<file path="src/rtl/ah_snoop_dedup_writer_pkg.sv">
`default_nettype none
// ============================================================================
// Module  : ah_snoop_pkg
// Brief   : Shared types and constants for the snoop/dedup write stage.
// Revision: 1.0  initial release
// ============================================================================
package ah_snoop_pkg;

    localparam int DW_DEFAULT = 10;
    localparam int FIFO_DEPTH = 86;

    typedef enum logic [1:0] {
        IDLE  = 2'd0,
        SNOOP = 2'd1,
        PUSH  = 2'd2
    } state_t;

endpackage : ah_snoop_pkg
`default_nettype wire

</file>
<file path="src/rtl/ah_snoop_dedup_writer_if.sv">
`default_nettype none
// ============================================================================
// Module  : ah_snoop_dedup_writer_if
// Brief   : Upstream handshake plus FIFO write and snoop ports.
// Revision: 1.0  initial release
// ============================================================================
interface ah_snoop_dedup_writer_if #(
    parameter int DW = 10
);
    logic [DW-1:0] in_data;
    logic          in_valid;
    logic          in_ready;
    logic [DW-1:0] fifo_wdata;
    logic          fifo_wvalid;
    logic          fifo_wready;
    logic [DW-1:0] fifo_sdata;
    logic          fifo_svalid;
    logic          fifo_smatch;

    // master: the writer stage; slave: upstream source together with the FIFO
    modport master (
        input  in_data, in_valid, fifo_wready, fifo_smatch,
        output in_ready, fifo_wdata, fifo_wvalid, fifo_sdata, fifo_svalid
    );

    modport slave (
        output in_data, in_valid, fifo_wready, fifo_smatch,
        input  in_ready, fifo_wdata, fifo_wvalid, fifo_sdata, fifo_svalid
    );
endinterface : ah_snoop_dedup_writer_if
`default_nettype wire

</file>
<file path="src/rtl/ah_snoop_dedup_writer_sat_counter.sv">
`default_nettype none
// ============================================================================
// Module  : ah_sat_counter
// Brief   : Event counter that holds at all-ones instead of wrapping.
// Revision: 1.0  initial release
// ============================================================================
module ah_sat_counter #(
    parameter int CNTW = 16
) (
    input  wire logic            clk,
    input  wire logic            rstn,
    input  wire logic            inc,
    output logic [CNTW-1:0]      cnt
);
    logic [CNTW-1:0] r_cnt;

    always_ff @(posedge clk) begin
        if (!rstn) begin
            r_cnt <= '0;
        end else if (inc && (r_cnt != {CNTW{1'b1}})) begin
            r_cnt <= r_cnt + CNTW'(1);
        end
    end

    assign cnt = r_cnt;
endmodule : ah_sat_counter
`default_nettype wire

</file>
<file path="src/rtl/ah_snoop_dedup_writer.sv">
`default_nettype none
// ============================================================================
// Module  : ah_snoop_dedup_writer
// Brief   : Holds each word for one snoop cycle, drops duplicates already
//           queued in the FIFO, otherwise pushes it; counts pushes/drops.
// Revision: 1.0  initial release
// ============================================================================
module ah_snoop_dedup_writer
    import ah_snoop_pkg::*;
#(
    parameter int DW   = DW_DEFAULT,
    parameter int CNTW = 16
) (
    input  wire logic                 clk,
    input  wire logic                 rstn,
    ah_snoop_dedup_writer_if.master   bus,
    input  wire logic                 dedup_en,
    output logic [CNTW-1:0]           push_cnt,
    output logic [CNTW-1:0]           drop_cnt
);
    state_t        r_state;
    state_t        w_next_state;
    logic [DW-1:0] r_hold;

    logic w_in_ready;
    logic w_wvalid;
    logic w_svalid;
    logic w_push_inc;
    logic w_drop_inc;
    logic w_capture;

    always_ff @(posedge clk) begin
        if (!rstn) begin
            r_state <= IDLE;
        end else begin
            r_state <= w_next_state;
        end
    end

    always_comb begin
        w_next_state = r_state;
        case (r_state)
            IDLE: begin
                if (bus.in_valid) begin
                    w_next_state = dedup_en ? SNOOP : PUSH;
                end
            end
            SNOOP: begin
                w_next_state = bus.fifo_smatch ? IDLE : PUSH;
            end
            PUSH: begin
                // A capture in the push cycle chains straight into the next word
                if (bus.fifo_wready) begin
                    if (bus.in_valid) begin
                        w_next_state = dedup_en ? SNOOP : PUSH;
                    end else begin
                        w_next_state = IDLE;
                    end
                end
            end
            default: begin
                w_next_state = IDLE;
            end
        endcase
    end

    always_comb begin
        w_in_ready = 1'b0;
        w_wvalid   = 1'b0;
        w_svalid   = 1'b0;
        w_push_inc = 1'b0;
        w_drop_inc = 1'b0;
        case (r_state)
            IDLE: begin
                w_in_ready = 1'b1;
            end
            SNOOP: begin
                w_svalid   = 1'b1;
                w_drop_inc = bus.fifo_smatch;
            end
            PUSH: begin
                w_wvalid   = 1'b1;
                w_in_ready = bus.fifo_wready;
                w_push_inc = bus.fifo_wready;
            end
            default: begin
                w_in_ready = 1'b0;
            end
        endcase
    end

    assign w_capture = w_in_ready & bus.in_valid;

    always_ff @(posedge clk) begin
        if (!rstn) begin
            r_hold <= '0;
        end else if (w_capture) begin
            r_hold <= bus.in_data;
        end
    end

    // Outputs are forced low while rstn is held, even before the reset edge
    assign bus.in_ready    = rstn & w_in_ready;
    assign bus.fifo_wvalid = rstn & w_wvalid;
    assign bus.fifo_svalid = rstn & w_svalid;
    assign bus.fifo_wdata  = rstn ? r_hold : '0;
    assign bus.fifo_sdata  = rstn ? r_hold : '0;

    ah_sat_counter #(.CNTW(CNTW)) u_push_cnt (
        .clk  (clk),
        .rstn (rstn),
        .inc  (w_push_inc),
        .cnt  (push_cnt)
    );

    ah_sat_counter #(.CNTW(CNTW)) u_drop_cnt (
        .clk  (clk),
        .rstn (rstn),
        .inc  (w_drop_inc),
        .cnt  (drop_cnt)
    );
endmodule : ah_snoop_dedup_writer
`default_nettype wire

</file>
<file path="src/flat_wrapper.sv">
// flat-port wrapper written by rule: the top's interface ports become plain ports
module ah_snoop_dedup_writer_flat import ah_snoop_pkg::*;
#(
    parameter int DW   = DW_DEFAULT,
    parameter int CNTW = 16
)
  (clk, rstn, dedup_en, push_cnt, drop_cnt, bus_in_data, bus_in_valid, bus_fifo_wready, bus_fifo_smatch, bus_in_ready, bus_fifo_wdata, bus_fifo_wvalid, bus_fifo_sdata, bus_fifo_svalid);
  ah_snoop_dedup_writer_if #(.DW(DW)) bus_i ();
  input  wire logic clk;
  input  wire logic rstn;
  input  wire logic dedup_en;
  output logic [CNTW-1:0] push_cnt;
  output logic [CNTW-1:0] drop_cnt;
  input wire logic [$bits(bus_i.in_data)-1:0] bus_in_data;
  input wire logic [$bits(bus_i.in_valid)-1:0] bus_in_valid;
  input wire logic [$bits(bus_i.fifo_wready)-1:0] bus_fifo_wready;
  input wire logic [$bits(bus_i.fifo_smatch)-1:0] bus_fifo_smatch;
  output wire logic [$bits(bus_i.in_ready)-1:0] bus_in_ready;
  output wire logic [$bits(bus_i.fifo_wdata)-1:0] bus_fifo_wdata;
  output wire logic [$bits(bus_i.fifo_wvalid)-1:0] bus_fifo_wvalid;
  output wire logic [$bits(bus_i.fifo_sdata)-1:0] bus_fifo_sdata;
  output wire logic [$bits(bus_i.fifo_svalid)-1:0] bus_fifo_svalid;
  assign bus_i.in_data = bus_in_data;
  assign bus_i.in_valid = bus_in_valid;
  assign bus_i.fifo_wready = bus_fifo_wready;
  assign bus_i.fifo_smatch = bus_fifo_smatch;
  assign bus_in_ready = bus_i.in_ready;
  assign bus_fifo_wdata = bus_i.fifo_wdata;
  assign bus_fifo_wvalid = bus_i.fifo_wvalid;
  assign bus_fifo_sdata = bus_i.fifo_sdata;
  assign bus_fifo_svalid = bus_i.fifo_svalid;
  ah_snoop_dedup_writer #(.DW(DW), .CNTW(CNTW)) u_core (.clk(clk), .rstn(rstn), .bus(bus_i), .dedup_en(dedup_en), .push_cnt(push_cnt), .drop_cnt(drop_cnt));
endmodule
</file>
<file path="config.mk">
export PLATFORM = sky130hd
export DESIGN_NAME = ah_snoop_dedup_writer_flat
export DESIGN_NICKNAME = d
export VERILOG_FILES = /design/src/rtl/ah_snoop_dedup_writer_pkg.sv /design/src/rtl/ah_snoop_dedup_writer_if.sv /design/src/rtl/ah_snoop_dedup_writer_sat_counter.sv /design/src/rtl/ah_snoop_dedup_writer.sv /design/src/flat_wrapper.sv
export SDC_FILE = /design/constraint.sdc
export NUM_CORES = 1
export LEC_CHECK = 0
export BUFFER_PORTS_ARGS = -buffer_cell sky130_fd_sc_hd__buf_2
export CORE_ASPECT_RATIO = 0.8
export CORE_MARGIN = 1.5
export CORE_UTILIZATION = 30
export DETAILED_ROUTE_END_ITERATION = 8
export PLACE_DENSITY = 0.64
export SYNTH_ARGS = -nofsm -noshare
export SYNTH_HDL_FRONTEND = slang
export SYNTH_SLANG_ARGS = --single-unit
export TNS_END_PERCENT = 20
</file>
<file path="constraint.sdc">
create_clock -name clk -period 1.6 [get_ports clk]
set_input_delay 0.32 -clock clk [delete_from_list [all_inputs] [get_ports clk]]
set_output_delay 0.32 -clock clk [all_outputs]
set_load 0.02 [all_outputs]
</file>
==> flow_summary_export.csv <==
group,metric,value,unit
outcome,outcome,"complete, but fails checks",
outcome,violated_checks,"negative setup slack",
place,post-dp-hpwl,4574,um
cts,clock-root-buffer,"clkbuf_8",
routing,detail_route.drc_violations,0,
sta,fin_skew,0.006421,ns
sta,fin_tns_setup,-0.08330,ns
setup_path,dominant_delay_contributor_by_cell_family_on_the_critical_path,"simple AND/OR/NAND/NOR gates",
layout,fillCellCount,748,
synth,synth_area_leaders,"dfxtp_1, mux2i_1, nand2_1",
global_route,grt_start_max_net_pins,26,
sta,period_utilization_post_route,102.6,%
layout,final_core_util,44.34,%
place,port_buffers,70,
min_path,hold_path_end,"u_core.r_hold[0]$_SDFFE_PN0P_",
setup_path,worst_path_largest_cell_delay,0.37,ns
routing,drt_first_pass_iters,4,
run,max-cap-violations,0,
pwr,vdd_drop_max,471.8,uV
sta,final-max-slew-violation-count,0,
synth,synth_top_family_by_area,"simple AND/OR/NAND/NOR gates",
setup_path,slowest_stage,"dfxtp_4",
place,gp_congestion,0.8121,
synth,portion_of_netlist_area_occupied_by_mux_cells,10.16,%
synth,synth-edff-count,0,
place,dpl_ws,-0.1514,ns
pwr,pwr_density_cell,660.8,mW/mm2
sta,setup_viol,3,
synth,synthArstFlopShare,0,%
synth,synth-simple-area-share,30.12,%
synth,synth_common_cells,"dfxtp_1, nand2_1, mux2i_1, nor2_1",
cts,ctsHoldBuffers,0,
routing,totalWireLength,6303,um
sta,worst_slew_pin_slew,0.6702,ns
setup_path,crit_path_max_fanout,4,
place,dp_cells,460,
cts,clk_pin_slew_worst_paths,0.09,ns
floorplanning,floorplan.core_area,0.007497,mm2
synth,synth-main-ff-cell,"dfxtp_1",
synth,compound_cell_area_share_of_the_yosys_netlist,14.72,%
setup_path,timing.reg2reg.setup_slack,-0.04,ns
floorplanning,initial_core_util,31.53,%
setup_path,critical_path.cell_chain,"ha_4 > nand4_1 > buf_6 > nor3_4 > or3b_1 > a21oi_1",
routing,ant_nets,0,
layout,drive_above_1_share,45.75,%
synth,yosysUniqueCellTypes,50,
sta,final.hold.worst_slack,0.2608,ns
layout,fin_nets,382,
synth,synth.largest_area_cell,"dfxtp_1",
setup_path,worst-setup-path-type,"reg -> reg",
cts,cts_made_buffers,5,
setup_path,crit_arrival,1.87,ns
synth,synth.net_count,284,
min_path,hold_path_depth,3,
pwr,static_leakage,1.459,nW
layout,areaGrowthSynthToFinish,40.66,%
global_route,grt_antenna_before_repair,0,
setup_path,critical_path_buf_inv_count,1,
synth,yosys_warnings,0,
routing,drt_iter0_drc,95,
global_route,grt_pass1_vias,2115,
setup_path,required,1.83,ns
synth,synth-seq-cells,44,
setup_path,crit-reg2reg-launch,"u_core.u_drop_cnt.cnt[0]$_SDFFE_PN0P_",
global_route,grt_first_pass_wirelength,9825,um
sta,fmax,609.4,MHz
synth,post-synth-top-count-cell,"dfxtp_1",
sta,setup_repair_after_global_routing_missed_its_margin,"true",
setup_path,timing.critical_path.to_type,"flop",
sta,hold_viol,0,
sta,finalWorstSetupSlack,-0.04105,ns
floorplanning,ioPinCount,71,
routing,wl_per_cell,13.41,um
synth,syn-cell-area,0.002364,mm2
floorplanning,die_width,102.2,um
routing,route.vias.total,2317,
floorplanning,core.rowCount,28,
cts,cts_htree_levels,2,
sta,finalCriticalPeriod,1.641,ns
layout,non_filler_cells_in_the_finished_layout,470,
floorplanning,die_y,82.39,um
setup_path,worstReg2RegEnd,"u_core.u_drop_cnt.cnt[10]$_SDFFE_PN0P_",
global_route,globalRouteOverflowTotal,0,
synth,synthesis.instances,266,
min_path,worstHoldStart,"bus_in_data[0]",
synth,synthDominantCellAreaShare,37.27,%
sta,maxSlewHeadroom,55.27,%
cts,cts.path.max_buffers,2,
floorplanning,die_area,0.008423,mm2
cts,tritoncts,"done",
setup_path,critPathLaunchType,"flop",
synth,yosys.area_share.xor_xnor,0,%
global_route,track_usage,14.69,%
layout,antenna_cells_inserted,0,
synth,seq_area_frac_synth,37.27,%
setup_path,ff2ff_path_depth,6,
min_path,hold_path_class,"in -> reg",
cts,worst_skew_pair_latency,0.29,ns
synth,synth_fa_ha_area_share,1.059,%
synth,synth_area_per_cell,8.885,um2
routing,vias_per_cell,4.930,
cts,numClockSinks,44,
## cell usage in the layout, fill, tap and decap left out, types with 5 or more instances in the layout
master | synthesis | final
a21oi_1 | 13 | 12
and2_1 | 13 | 13
buf_2 | 3 | 69
buf_4 | 11 | 40
clkbuf_8 | 0 | 5
dfxtp_1 | 44 | 25
dfxtp_2 | 0 | 12
dfxtp_4 | 0 | 7
inv_1 | 8 | 8
mux2i_1 | 24 | 24
nand2_1 | 25 | 24
nand2b_1 | 13 | 13
nand3_1 | 8 | 7
nand4_1 | 6 | 6
nor2_1 | 14 | 13
o21ai_0 | 6 | 6
o31ai_1 | 5 | 5
## flip-flops by register name, indices dropped and copies added (netlist names)
name,flops
u_core.u_push_cnt.cnt,16
u_core.u_drop_cnt.cnt,16
u_core.r_state,2
u_core.r_hold,10
## how the worst max path moves through the flow
stage	start	depth (start not counted)	to
2_1_floorplan	u_core.u_push_cnt.cnt[9]$_SDFFE_PN0P_	4	u_core.u_push_cnt.cnt[15]$_SDFFE_PN0P_
3_3_place_gp	bus_fifo_wready	5	u_core.r_hold[1]$_SDFFE_PN0P_
3_5_place_dp	u_core.r_state[1]$_SDFFE_PN0P_	4	u_core.r_hold[1]$_SDFFE_PN0P_
4_1_cts	u_core.r_state[0]$_SDFFE_PN0P_	5	u_core.u_drop_cnt.cnt[5]$_SDFFE_PN0P_
5_1_grt	u_core.u_drop_cnt.cnt[0]$_SDFFE_PN0P_	6	u_core.u_drop_cnt.cnt[10]$_SDFFE_PN0P_
6_report	u_core.u_drop_cnt.cnt[0]$_SDFFE_PN0P_	6	u_core.u_drop_cnt.cnt[10]$_SDFFE_PN0P_
## what timing repair did
action,in CTS,in global routing
pin swaps,2,5
hold endpoints to repair,0,0
cloned,0,1
endpoints found under the setup margin,24,35
resized for setup,11,24
buffers inserted,0,1
## where the power goes
| group | total, W | switching, W | internal, W |
|---|---|---|---|
| logic | 0.000218 | 0.000125 | 0.0000927 |
| registers | 0.00112 | 0.0000149 | 0.00111 |
| clock network | 0.000858 | 0.000394 | 0.000464 |
| total | 0.00220 | 0.000534 | 0.00166 |
## layer usage
metal | global-route usage (%) | vias to the layer above | routed length, um
li1 | - | 1169 | -
met5 | 0 | - | 0
met1 | 19.67 | 1085 | 3168
met3 | 3.704 | 6 | 316
met2 | 23.84 | 57 | 2767
met4 | 3.425 | 0 | 50
## per-stage QoR
stage                     total power, W  cell area, um2
final                           0.002197            3324
after global routing            0.002313            3324
after CTS                       0.002236            3231
after detailed placement        0.001362            3075
after global placement          0.001359            3075
after floorplan                 0.001294            2409
## tightest hold or removal path, stage by stage
cell	delay (ns)
buf_2	0.07
mux2i_1	0.05
nor2_1	0.07
## logic make-up (layout without fill, tap and decap cells)
logic type	Yosys count	after routing
AND/OR/NAND/NOR	119	120
AO/OA/AOI/OAI	47	47
flip-flops	44	44
buffers and inverters	30	128
multiplexers	24	24
adder cells (fa/ha/maj)	2	2
## area by class of cell
cell class | count | area [um2] | area share [%]
clock inverters | 2 | 35.03 | 1.054
well taps | 105 | 131.4 | 3.952
inverters | 8 | 30.03 | 0.9033
repair buffers | 112 | 679.4 | 20.44
flip-flops and latches | 44 | 922.1 | 27.74
multi-input cells | 193 | 1454 | 43.73
clock buffers | 6 | 72.57 | 2.183
(Power assumes the default switching activity.)
